[src/rtl/dco_bank_pkg.sv]
// ---------------------------------------------------------------------------
// dco_bank_pkg
//
// Shared definitions for the DCO capacitor-bank control path.
//   DCO_ROWS / DCO_COLS : default bank geometry (rows x columns)
//   DCO_WORD_W          : width of the binary tuning word for that geometry
//   row_vec_t/col_vec_t : row and column control vector types
//   is_therm()          : 1 when a vector is contiguous ones starting at bit 0
// ---------------------------------------------------------------------------
package dco_bank_pkg;

    localparam int DCO_ROWS   = 16;
    localparam int DCO_COLS   = 16;
    localparam int DCO_WORD_W = 8;

    // Widest vector is_therm() accepts; narrower vectors are zero-extended.
    localparam int THERM_MAX_W = 32;

    typedef logic [DCO_ROWS-1:0] row_vec_t;
    typedef logic [DCO_COLS-1:0] col_vec_t;

    // A thermometer code 0..01..1 has no set bit above a clear bit, so adding
    // one carries all the way through the ones and lands on a clear bit:
    // the AND of v and v+1 is zero exactly for contiguous-from-LSB patterns.
    // Zero-extension keeps the property, and the all-zero code is legal.
    function automatic logic is_therm(input logic [THERM_MAX_W-1:0] vec);
        logic [THERM_MAX_W-1:0] inc;
        inc = vec + THERM_MAX_W'(1);
        return ((vec & inc) == '0);
    endfunction

endpackage

[src/rtl/therm_dec.sv]
// ---------------------------------------------------------------------------
// therm_dec
//
// Combinational thermometer-to-binary converter with a shape check.
//   therm  in  N   thermometer code, ones packed from bit 0 upward
//   count  out CW  number of set bits in therm (the binary value)
//   legal  out 1   1 when therm is contiguous ones from bit 0
//
// count is the plain popcount whether or not the code is legal; callers
// must qualify it with legal. N must not exceed dco_bank_pkg::THERM_MAX_W.
// ---------------------------------------------------------------------------
module therm_dec
    import dco_bank_pkg::*;
#(
    parameter int N  = 16,
    localparam int CW = $clog2(N + 1)
) (
    input  logic [N-1:0]  therm,
    output logic [CW-1:0] count,
    output logic          legal
);

    always_comb begin
        count = '0;
        for (int i = 0; i < N; i++) begin
            count = count + CW'(therm[i]);
        end
    end

    assign legal = is_therm(THERM_MAX_W'(therm));

endmodule

[src/rtl/row_col_dec.sv]
// ---------------------------------------------------------------------------
// row_col_dec
//
// Readback decoder for the DCO row/column capacitor-bank control codes.
// Recovers the binary tuning word COLS*R + C from the r_all/row/col vectors,
// checks the code is legal, counts illegal codes and reports when the
// decoded word has settled.
//
//   clk       in  1       bank/reference clock, rising edge
//   rst       in  1       asynchronous reset, active low
//   en        in  1       pipeline advance enable
//   r_all     in  ROWS    fully-on rows, thermometer from bit 0
//   row       in  ROWS    one-hot select of the partially filled row
//   col       in  COLS    column thermometer within the selected row
//   clr_err   in  1       synchronous clear of err_cnt
//   word      out WORD_W  last legally decoded tuning word
//   word_vld  out 1       word updated from a legal code this cycle
//   code_err  out 1       one-cycle pulse per illegal code
//   err_cnt   out ERR_W   saturating count of illegal codes
//   stable    out 1       word unchanged for STABLE_CYC legal decodes
//
// Pipeline: inputs are captured at edge t, decoded and checked at t+1, and
// the outputs update at t+2. en=0 freezes every stage.
// ---------------------------------------------------------------------------
module row_col_dec
    import dco_bank_pkg::*;
#(
    parameter int ROWS       = DCO_ROWS,
    parameter int COLS       = DCO_COLS,
    parameter int WORD_W     = DCO_WORD_W,
    parameter int STABLE_CYC = 4,
    parameter int ERR_W      = 8
) (
    input  logic              clk,
    input  logic              rst,
    input  logic              en,
    input  logic [ROWS-1:0]   r_all,
    input  logic [ROWS-1:0]   row,
    input  logic [COLS-1:0]   col,
    input  logic              clr_err,
    output logic [WORD_W-1:0] word,
    output logic              word_vld,
    output logic              code_err,
    output logic [ERR_W-1:0]  err_cnt,
    output logic              stable
);

    localparam int RCW = $clog2(ROWS + 1);
    localparam int CCW = $clog2(COLS + 1);
    localparam int SCW = $clog2(STABLE_CYC + 1);

    // Stage 1: raw input capture
    logic              s1_vld_q, s1_vld_d;
    logic [ROWS-1:0]   r_all_q, r_all_d;
    logic [ROWS-1:0]   row_q, row_d;
    logic [COLS-1:0]   col_q, col_d;

    // Stage 2: decoded word and legality
    logic              s2_vld_q, s2_vld_d;
    logic              s2_legal_q, s2_legal_d;
    logic [WORD_W-1:0] s2_word_q, s2_word_d;

    // Output stage
    logic [WORD_W-1:0] word_q, word_d;
    logic              word_vld_q, word_vld_d;
    logic              code_err_q, code_err_d;
    logic [ERR_W-1:0]  err_cnt_q, err_cnt_d;
    logic [SCW-1:0]    scnt_q, scnt_d;
    logic              stable_q, stable_d;

    // Decode of the stage-1 registers
    logic [RCW-1:0]    r_cnt;
    logic [CCW-1:0]    c_cnt;
    logic              r_therm_ok;
    logic              c_therm_ok;
    logic [ROWS-1:0]   row_sel;
    logic              dec_legal;
    logic [WORD_W-1:0] dec_word;
    logic              out_fire;

    therm_dec #(.N(ROWS)) u_r_dec (
        .therm (r_all_q),
        .count (r_cnt),
        .legal (r_therm_ok)
    );

    therm_dec #(.N(COLS)) u_c_dec (
        .therm (col_q),
        .count (c_cnt),
        .legal (c_therm_ok)
    );

    // Stage 1: take a new sample whenever the pipeline advances. The valid
    // bit keeps the all-zero post-reset contents from being decoded as an
    // illegal code.
    always_comb begin
        s1_vld_d = s1_vld_q;
        r_all_d  = r_all_q;
        row_d    = row_q;
        col_d    = col_q;
        if (en) begin
            s1_vld_d = 1'b1;
            r_all_d  = r_all;
            row_d    = row;
            col_d    = col;
        end
    end

    // Legality: the partial row must sit directly above the full rows, so
    // the only acceptable row vector is a single one at index R. Comparing
    // against that exact pattern checks one-hotness and position together.
    // R = ROWS (all rows full) and C = COLS (full partial row) are illegal
    // because a full row must be expressed by advancing R instead.
    always_comb begin
        row_sel   = ROWS'(1) << r_cnt;
        dec_legal = r_therm_ok
                 && (int'(r_cnt) <= ROWS - 1)
                 && (row_q == row_sel)
                 && c_therm_ok
                 && (int'(c_cnt) <= COLS - 1);
        dec_word  = WORD_W'(int'(r_cnt) * COLS + int'(c_cnt));
    end

    // Stage 2: register the decode result alongside the sample's valid bit
    always_comb begin
        s2_vld_d   = s2_vld_q;
        s2_legal_d = s2_legal_q;
        s2_word_d  = s2_word_q;
        if (en) begin
            s2_vld_d   = s1_vld_q;
            s2_legal_d = dec_legal;
            s2_word_d  = dec_word;
        end
    end

    assign out_fire = en && s2_vld_q;

    // Output stage. The stability counter compares the new legal word with
    // the word currently presented, so a repeat extends the run and a new
    // value restarts it at one. An error kills the run outright. The error
    // counter clear takes priority but still counts an error landing on the
    // same edge, so that error is never lost.
    always_comb begin
        word_d     = word_q;
        word_vld_d = 1'b0;
        code_err_d = 1'b0;
        err_cnt_d  = err_cnt_q;
        scnt_d     = scnt_q;

        if (out_fire) begin
            if (s2_legal_q) begin
                word_d     = s2_word_q;
                word_vld_d = 1'b1;
                if (s2_word_q == word_q) begin
                    if (scnt_q != SCW'(STABLE_CYC)) begin
                        scnt_d = scnt_q + SCW'(1);
                    end
                end else begin
                    scnt_d = SCW'(1);
                end
            end else begin
                code_err_d = 1'b1;
                scnt_d     = '0;
                if (err_cnt_q != '1) begin
                    err_cnt_d = err_cnt_q + ERR_W'(1);
                end
            end
        end

        if (clr_err) begin
            err_cnt_d = (out_fire && !s2_legal_q) ? ERR_W'(1) : '0;
        end

        stable_d = (scnt_d == SCW'(STABLE_CYC));
    end

    always_ff @(posedge clk or negedge rst) begin
        if (!rst) begin
            s1_vld_q   <= 1'b0;
            r_all_q    <= '0;
            row_q      <= '0;
            col_q      <= '0;
            s2_vld_q   <= 1'b0;
            s2_legal_q <= 1'b0;
            s2_word_q  <= '0;
            word_q     <= '0;
            word_vld_q <= 1'b0;
            code_err_q <= 1'b0;
            err_cnt_q  <= '0;
            scnt_q     <= '0;
            stable_q   <= 1'b0;
        end else begin
            s1_vld_q   <= s1_vld_d;
            r_all_q    <= r_all_d;
            row_q      <= row_d;
            col_q      <= col_d;
            s2_vld_q   <= s2_vld_d;
            s2_legal_q <= s2_legal_d;
            s2_word_q  <= s2_word_d;
            word_q     <= word_d;
            word_vld_q <= word_vld_d;
            code_err_q <= code_err_d;
            err_cnt_q  <= err_cnt_d;
            scnt_q     <= scnt_d;
            stable_q   <= stable_d;
        end
    end

    assign word     = word_q;
    assign word_vld = word_vld_q;
    assign code_err = code_err_q;
    assign err_cnt  = err_cnt_q;
    assign stable   = stable_q;

endmodule

[config.mk]
export PLATFORM = sky130hd
export DESIGN_NAME = row_col_dec
export DESIGN_NICKNAME = d
export VERILOG_FILES = /design/src/rtl/dco_bank_pkg.sv /design/src/rtl/therm_dec.sv /design/src/rtl/row_col_dec.sv
export SDC_FILE = /design/constraint.sdc
export NUM_CORES = 1
export LEC_CHECK = 0
export ABC_AREA = 1
export BUFFER_PORTS_ARGS = -buffer_cell sky130_fd_sc_hd__buf_2
export CAP_MARGIN = 20
export CORE_MARGIN = 4
export CORE_UTILIZATION = 50
export CTS_BUF_LIST = sky130_fd_sc_hd__clkbuf_8
export CTS_CLUSTER_DIAMETER = 60
export CTS_CLUSTER_SIZE = 25
export DETAILED_ROUTE_END_ITERATION = 12
export PLACE_DENSITY = 0.71
export RECOVER_POWER = 100
export SLEW_MARGIN = 40
export SYNTH_ARGS = -nofsm -noshare
export SYNTH_HDL_FRONTEND = slang
export SYNTH_SLANG_ARGS = --single-unit
[constraint.sdc]
create_clock -name clk -period 5.41 [get_ports clk]
set_input_delay 1.082 -clock clk [delete_from_list [all_inputs] [get_ports clk]]
set_output_delay 1.082 -clock clk [all_outputs]
set_load 0.02 [all_outputs]
Word-level counts from Yosys, hierarchy flattened:

Index checks and enable logic that the tools add are counted.
W data, S select, Z words.

* bits of input ports: 52
* output and inout port bits: 19
* word-level logic and storage cells: 85
* flip-flop bits (word level): 81

* $lt $le $gt $ge: 2
* shift operators: 1
* reductions and logical operators: 13
* $add $sub $neg: 35
* mux-type cells: 13
* eq/ne operators: 6
* bitwise logic cells: 2

Operators by type and width (number)
* $add A5 B1 Y5: 28
* $and A16 B32 Y32: 2
* $logic_not A32 Y1: 2
* $add A16 B1 Y17 const B: 2
* $mux W8: 4
* $eq A16 B16 Y1: 1
* $shl A1 B5 Y16 const A: 1
* $mux W3: 4
* $le A5 B4 Y1 const B: 2
* $add A8 B1 Y8 const B: 1
* $add A8 B5 Y8: 1
* $eq A8 B8 Y1: 1
* $ne A8 B8 Y1 const B: 1
* $logic_and A1 B1 Y1: 6
* $mux W1: 5
* $add A1 B1 Y2: 2
* $reduce_bool A2 Y1: 2
* $add A3 B1 Y3 const B: 1
* $eq A3 B3 Y1 const B: 1
* $ne A3 B3 Y1 const B: 1
* $reduce_and A3 Y1: 1
* $ne A2 B2 Y1 const B: 1
* $reduce_and A2 Y1: 1
* $logic_not A1 Y1: 1

Longest topological paths before layout:

Gate-level depths: netlist of run 1.

* word-level depth: 20
* depth in mapped cells: 23
* gate-level depth less buffers: 23

Modules after synthesis:

A second synthesis of run 1 with hierarchy kept.

* cells, all modules: 680
* area total of the unflattened synthesis: 5076.1 um^2

By module, submodules not included
* row_col_dec: sequential area each 2026.9 um^2, area an instance 3748.6 um^2, cells an instance 472, instances 1
* therm_dec at u_r_dec: sequential area each 0.0 um^2, area an instance 680.7 um^2, cells an instance 109, instances 1
* therm_dec at u_c_dec: sequential area each 0.0 um^2, area an instance 646.9 um^2, cells an instance 99, instances 1

Least setup slack after synthesis of run 1:

No wires, ideal clock.

* path kind: flip-flop to flip-flop
* start: reg r_all_q[0]
* end: reg s2_legal_q
* path slack: 0.912 ns
* data required time: 5.345 ns
* data arrival time: 4.433 ns
* path buffers: 0
* cell stages (with the launch flop): 20
* cell sequence: dfrtp_1 inv_1 ha_1 fa_1 fa_1 fa_1 fa_1 fa_1 fa_1 nand2_1 nand3b_1 nor2_2 nand2_1 nand2_1 nand2_1 nor2_1 nand2_1 nor2_1 nand3_1 nand2_1

* word-level cells in the longest chain between the ends: 20

RTL lines
* start: declaration: line row_col_dec.sv:54 `logic [ROWS-1:0] r_all_q, r_all_d;`
* start signal: assignment: line row_col_dec.sv:194 `r_all_q <= r_all_d;`
* $add A1 B1 Y2: line therm_dec.sv:26 `count = count + CW'(therm[i]);`
* $add A5 B1 Y5 (14 in a row): line therm_dec.sv:26
* $le A5 B4 Y1 or $shl A1 B5 Y16 (tied branches): line row_col_dec.sv:117, row_col_dec.sv:115
* $logic_and A1 B1 Y1 or $eq A16 B16 Y1 (tied branches): line row_col_dec.sv:117, row_col_dec.sv:118
* $logic_and A1 B1 Y1 (*): line row_col_dec.sv:118 `&& (row_q == row_sel)`
* $logic_and A1 B1 Y1 (*): line row_col_dec.sv:119 `&& c_therm_ok`
* $logic_and A1 B1 Y1 (*): line row_col_dec.sv:120 `&& (int'(c_cnt) <= COLS - 1);`
* end signal: assignment: line row_col_dec.sv:198 `s2_legal_q <= s2_legal_d;`
* end: declaration: line row_col_dec.sv:60 `logic s2_legal_q, s2_legal_d;`

Mark *: on every way between the ends. The rest lies on a longest branch, timed or not.
A chain may end at the register's enable or synchronous reset.

Worst setup path in the final report of run 1:

Same ends and word-level chain as after synthesis.

==> key figures, run 1 <==
Status
  • Status: finished with violations
  • Failing checks: capacitance limit, slew limit

Global route
  • GRT Overall Usage: around 20%
  • GR peak layer: met2
  • Vias in the first global route: approximately 4k
  • Met3 usage: under 10%
  • Grt ovf: 0
  • Initial antenna violation count: 0
  • First-pass GRT wire length: roughly 19 mm
  • Met1 GRT Util: between 20% and 30%
  • Met2 GRT Util: 31.5%
  • Largest net degree at the start of global routing: 82

Logic synthesis
  • FFs w/ async S/R, synth: 100%
  • Post-synth EDFFs: 0
  • Synth top area share: 39.7%
  • Yosys warnings: 0
  • Dominant cells by area after synthesis: dfrtp_1 (40%), nand2_1 (16%), fa_1 (7.9%)
  • Cells after Synth: 687
  • #FFs+latches synth: 81
  • Syn Nets: approximately 800
  • Distinct cells, synth: 28
  • Post-synth top flop: dfrtp_1
  • Synthesized area: 5100 sq um
  • Area leader, netlist: dfrtp_1
  • Syn Area/Cell: 7.42 sq um
  • Post-synthesis sequential area ratio: 39.7%

Placed design
  • RePlAce Congestion: about 0.89
  • Post-DP Area: 5550 sq um
  • IO Port Bufs: 70
  • Pre-CTS setup slack: just over 600 ps
  • DP HPWL: 8.28 mm
  • Cells after DPL: between 800 and 900

Power
  • Peak VDD IR: roughly 330 uV
  • Tot Pwr: 2.61 mW
  • Leakage Power: 2.95 nW
  • Pwr/cell area: 457 nW/um^2

Timing
  • Hold_ws: 474 ps
  • Period minus WS final: 4850 ps
  • Slew Viols, Final: approximately 190
  • Setup Skew: 9.28 ps
  • Hold Fails Final Rpt: 0
  • Slew @ Worst Pin: 3680 ps
  • RSZ-0062 raised after global routing: no
  • Slew headroom: -146%
  • Setup violators final: 0
  • Fmax achieved: 206 MHz
  • Period utilisation layout: 89.7%
  • Final WS setup: 559 ps
  • Final TNS setup: 0 ps

Route
  • DRT Pass-1 Iters: 4
  • WL final: 10.9 mm
  • Post-route ant nets: 0
  • DR vias/cell: roughly 5
  • Total number of vias: 4358
  • Drt first-iter violations: 218
  • DRC viols: 0
  • WL/cell: 12.2 um

Cells and area
  • Layout cells sized above 1: about a tenth
  • Nets@finish: 844
  • Final Non-Filler Cells: 892
  • Post-route cell area: 5710 sq um
  • Area grow syn2layout: 12.0%
  • N_diodes: 0
  • Fill cell count: ~920
  • Finished Core Util: 57.9%

Clock network
  • Reg clk slew, reported paths: 80 ps
  • Post_cts resized: 0
  • TritonCTS Sinks: 81
  • CTS tree: built
  • Post-CTS Hold Buffers: 0
  • Root buf cell: clkbuf_8
  • Clk Latency, worst-skew pair: roughly 360 ps
  • Post-CTS Setup Repair Bufs: 0
  • Clock buffer depth: 2
  • H-tree Lvls: 3
  • CTS buffer count: 9

Setup path
  • Most frequent CP cell: fa_1
  • Setup crit end kind: flop
  • Crit-path max FO: 5
  • CP cell instances: inv_1, ha_1, fa_1, fa_1, fa_1, fa_1, fa_1, fa_1, nor2_1, nand3_1, nor2_1, nand2_1, nand2_1, nand2_1, nor2_1, nand2_1, nor2_1, nand3_1, nand2_1
  • Crit-path max cell delay: 540 ps
  • CP required: 5720 ps
  • Critical path type: reg -> reg
  • CP max-delay cell: fa_1
  • Reg2Reg Depth: 19
  • Startpoint type of the worst setup path: flop
  • Crit path arrival time: 5160 ps

Floorplan
  • Die H: 109 um
  • Ports: 71
  • Overall die width: 109 um
  • Initial Util: 51.7%
  • Die area: 11900 sq um
  • CORE AREA: 9860 sq um
  • Site Rows: 36

Job
  • Max-Cap Viols: 3

Min path
  • Worst Hold Path Cells: 1
  • Worst min path class: reg -> reg
[cells by family after synthesis]
logic type / after synthesis / synth area share, %
compound gates: 82 / 8.32
xor+xnor: 8 / 1.37
fa+ha+maj: 38 / 12.3
buf+inv: 119 / 9.27
flops: 81 / 39.7
simple gates: 359 / 29.0
[synth_stat cells, drive strengths merged, types with 2 or more instances]
library cell	count
dfrtp	81
nor3	5
o21ai	68
buf	8
nand3	50
nand2	228
or2	2
nor2	70
fa	20
ha	18
a21oi	8
xor2	4
clkbuf	7
o22ai	4
xnor2	4
inv	104
nand4	3
[area by class of cell]
| class | instances | area [sq um] | share of cell area [%] |
|---|---|---|---|
| clock inverters | 6 | 58.8 | 1.03 |
| flip-flops and latches | 81 | 2030 | 35.5 |
| well taps | 133 | 166 | 2.91 |
| inverters | 104 | 390 | 6.83 |
| clock buffers | 10 | 138 | 2.41 |
| multi-input cells | 487 | 2600 | 45.5 |
| repair buffers | 71 | 334 | 5.85 |
[state kept, by name, summed over array words and instances (netlist names), 3 cells and up]
signal	cells
col_q	16
r_all_q	16
row_q	16
err_cnt	8
s2_word_q	8
word	8
scnt_q	3
[per-layer routing]
| layer | up-vias | share of wire [%] |
|---|---|---|
| li1 | 2261 | - |
| met1 | 2003 | 48 |
| met2 | 84 | 46 |
| met3 | 10 | 4.5 |
| met4 | 0 | 1.5 |
| met5 | - | 0 |
[where the power goes]
part / switching [mW] / internal, mW
logic: 0.930 / 0.510
registers: 0.0551 / 0.673
clock network: 0.224 / 0.222
total: 1.21 / 1.41
[cells in the final DEF, fill, tap and decap left out, types with 2 or more instances in the layout]
cell type and count:
ha_1 18, clkinvlp_4 2, nand3_1 46, nor2_1 68, o22ai_1 4, nor3_1 5, dfrtp_1 81, nand2_2 6
or2_2 2, o21ai_0 68, buf_2 49, nor2_2 2, xnor2_1 4, clkbuf_1 21, nand3_2 4, nand2_1 221
a21oi_1 7, fa_1 20, inv_1 105, clkbuf_8 10, xor2_1 4, clkinv_2 2, nand4_1 3
[worst paths after layout]
path | start | end | slack (ps)
worst max register to register | r_all_q[0] | s2_legal_q | 560
worst min register to register | s1_vld_q | s1_vld_q | 470
min in group asynchronous | rst | col_q[8] | 2190
worst max-delay path | r_all_q[0] | s2_legal_q | 560
max in group asynchronous | rst | r_all_q[15] | 1140
worst min-delay path | s1_vld_q | s1_vld_q | 470
[critical path, delay by kind of cell (launching register included)]
kind / cells / cell delay, ps
adder cells (fa/ha/maj): 7 / 3150
AND/OR/NAND/NOR: 11 / 1180
flip-flops: 1 / 380
buffers and inverters: 1 / 80
No activity file was read; power rests on OpenSTA's default activity.
==> run 2: changes to the inputs <==
BUFFER_PORTS_ARGS = unset   (was -buffer_cell sky130_fd_sc_hd__buf_2)
CORE_ASPECT_RATIO = 0.9   (was unset)
CTS_CLUSTER_DIAMETER = unset   (was 60)
DONT_BUFFER_PORTS = 1   (was unset)
PLACE_DENSITY = unset   (was 0.71)
==> run 2 against run 1 <==
Effect of this change:
- the flow now finishes without violations
- die area barely moved
- clock skew is 3.3 ps higher
- largest cell class unchanged
- sequential share of layout area rose by 2.2 points
- final cell count fell by 8.7%
- via count decreased by 6.4%
- wire length increased by 1.3%
- count of clock-buffer cells in the layout shrank 1
- critical path type unchanged
- sequential power increased by 0.5%
- register-to-register slack got worse by 40 ps
==> key figures, run 2 (synthesized netlist as in run 1, its figures left out) <==
Power
  • Clock power share: 18.1% (+1.0 points)
  • Peak VDD IR: 354 uV (+7.7%)
  • Psw: 1.22 mW (+0.55%)
  • Leakage Power: 2.74 nW (-7.4%)
  • Switching share of power: 46.6% (+0.31 points)
  • Pwr/cell area: 485 nW/um^2 (+6.0%)
  • Internal Power: 1.40 mW (-0.71%)
  • Flop pwr share: 28.0% (+0.2 points)
  • Combinational share of power: 53.9% (-1.2 points)

Timing
  • RSZ-0062 raised after global routing: no
  • Slew @ Worst Pin: 513 ps (-3170 ps)
  • Hold_ws: 406 ps (-68.0 ps)
  • Fmax achieved: 205 MHz (-0.72%)
  • Slew headroom: 65.8% (+210 points)
  • Setup Skew: 12.5 ps (+3.26 ps)
  • Setup violators final: 0 (unchanged)
  • Period utilisation layout: 90.3% (+0.65 points)
  • Period minus WS final: 4890 ps (+35.1 ps)
  • Slew Viols, Final: 0 (-100%)
  • Final TNS setup: 0 ps (unchanged)
  • Hold Fails Final Rpt: 0 (unchanged)

Min path
  • Worst min path class: in -> async

Route
  • Drt first-iter violations: 227 (+4.1%)
  • WL/cell: 13.6 um (+11%)
  • WL final: 11.0 mm (+1.3%)
  • DRT Pass-1 Iters: 4 (unchanged)
  • Total number of vias: 4080 (-6.4%)
  • DRC viols: 0 (unchanged)
  • Post-route ant nets: 0 (unchanged)
  • DR vias/cell: 5.01 (+2.6%)

Global route
  • Initial antenna violation count: 0 (unchanged)
  • Met1 GRT Util: 29.6% (+1.5 points)
  • Largest net degree at the start of global routing: 105 (+28%)
  • First-pass GRT wire length: 19.4 mm (+3.2%)
  • Grt ovf: 0 (unchanged)
  • Met3 usage: 5.25% (+2.1 points)
  • GRT Overall Usage: 20.0% (-0.097 points)
  • Met2 GRT Util: 29.6% (-1.9 points)
  • GR peak layer: met1
  • Vias in the first global route: 4106 (-0.097%)

Clock network
  • Clock buffer depth: 2 (unchanged)
  • Clk Latency, worst-skew pair: 360 ps (about the same)
  • Post-CTS Setup Repair Bufs: 0 (unchanged)
  • CTS tree: built
  • Reg clk slew, reported paths: 90 ps (about the same)
  • CTS buffer count: 9 (unchanged)
  • TritonCTS Sinks: 81 (unchanged)
  • Post_cts resized: 0 (unchanged)
  • H-tree Lvls: 3 (unchanged)
  • Root buf cell: clkbuf_8
  • Post-CTS Hold Buffers: 0 (unchanged)

Placed design
  • Post-DP Area: 5170 sq um (-6.7%)
  • DP HPWL: 8.35 mm (+0.77%)
  • RePlAce Congestion: 0.886 (-0.39%)
  • IO Port Bufs: 0 (-100%)

Setup path
  • CP max-delay cell: fa_1
  • Crit-path max FO: 5 (unchanged)
  • CP required: 5710 ps (about the same)
  • Crit path arrival time: 5180 ps (+20 ps)
  • Startpoint type of the worst setup path: flop
  • Setup crit end kind: flop
  • Crit-path max cell delay: 540 ps (about the same)
  • Critical path type: reg -> reg
  • Most frequent CP cell: fa_1
  • CP cell instances: inv_1, ha_1, fa_1, fa_1, fa_1, fa_1, fa_1, fa_1, nor2_1, nand3_1, nor2_1, nand2_1, nand2_1, nand2_1, nor2_1, nand2_1, nor2_1, nand3_1, nand2_1

Cells and area
  • Regs by FF count: col_q: 16 flops, r_all_q: 16 flops, row_q: 16 flops
  • N_diodes: 0 (unchanged)
  • Most frequent cells in the layout: nand2_1 (221), inv_1 (104), dfrtp_1 (81), o21ai_0 (68), nor2_1 (68)
  • Area grow syn2layout: 5.54%
  • Layout cells sized above 1: 4.65% (-5.9 points)
  • Post-route cell area: 5380 sq um (-5.8%)
  • Nets@finish: 773 (-8.4%)
  • Commonest non-fill, non-tap cell in the layout: nand2_1

Floorplan
  • Initial Util: 51.9% (+0.20 points)
  • Overall die width: 114 um (+5.0%)
  • CORE AREA: 9830 sq um (-0.38%)
  • Ports: 71 (unchanged)
  • Die H: 104 um (-4.8%)
  • Die area: 11900 sq um (about the same)
  • Site Rows: 34 (-5.6%)

Job
  • Max-Cap Viols: 0 (-3)

Status
  • Status: finished, final reports clean
==> run 2: power by group through the flow <==
stage	sequential [mW]	clock, mW	combinational (mW)
2_1_floorplan	0.728	0	1.21
4_1_cts	0.732	0.489	1.41
3_5_place_dp	0.744	0	1.40
5_1_grt	0.743	0.515	1.65
6_report	0.732	0.473	1.41
3_3_place_gp	0.743	0	1.36
==> run 2: worst paths after layout <==
path / start / end / slack (ps) / cells after the start
worst min-delay path: rst / col_q[5] / 410 / 0
worst max register to register: r_all_q[0] / s2_legal_q / 520 / 19
min in group clk: s1_vld_q / s1_vld_q / 470 / 1
worst max-delay path: r_all_q[0] / s2_legal_q / 520 / 19
max in group asynchronous: rst / s2_vld_q / 4900 / 0
worst min register to register: s1_vld_q / s1_vld_q / 470 / 1
==> run 2: routing by layer <==
| metal | share of wire, % | vias to the layer above |
|---|---|---|
| met2 | 44 | 82 |
| met4 | 0.96 | 0 |
| met3 | 5.1 | 8 |
| met1 | 50 | 1872 |
| li1 | - | 2118 |
| met5 | 0 | - |
==> run 2: final cells by class <==
| type | instances | area [sq um] |
|---|---|---|
| fillers | 946 | 4440 |
| well taps | 126 | 158 |
| inverters | 104 | 390 |
| flip-flops and latches | 81 | 2030 |
| multi-input cells | 487 | 2600 |
| clock inverters | 7 | 83.8 |
| clock buffers | 9 | 124 |
==> run 2: critical path: cells and delay by family (launching register included) <==
family	cells	cell delay [ps]
adder cells (fa/ha/maj)	7	3200
AND/OR/NAND/NOR	11	1150
flip-flops	1	380
buffers and inverters	1	80
==> run 2: metrics by stage <==
stage               power, mW  instances  worst slack, ps  util (%)
CTS                      2.63        814              538      54.8
finish                   2.61        814              524      54.8
detailed placement       2.15        798              568      52.7
global placement         2.10        798              691      52.7
floorplan                1.93        687              912         -
global route             2.90        814              216      54.8
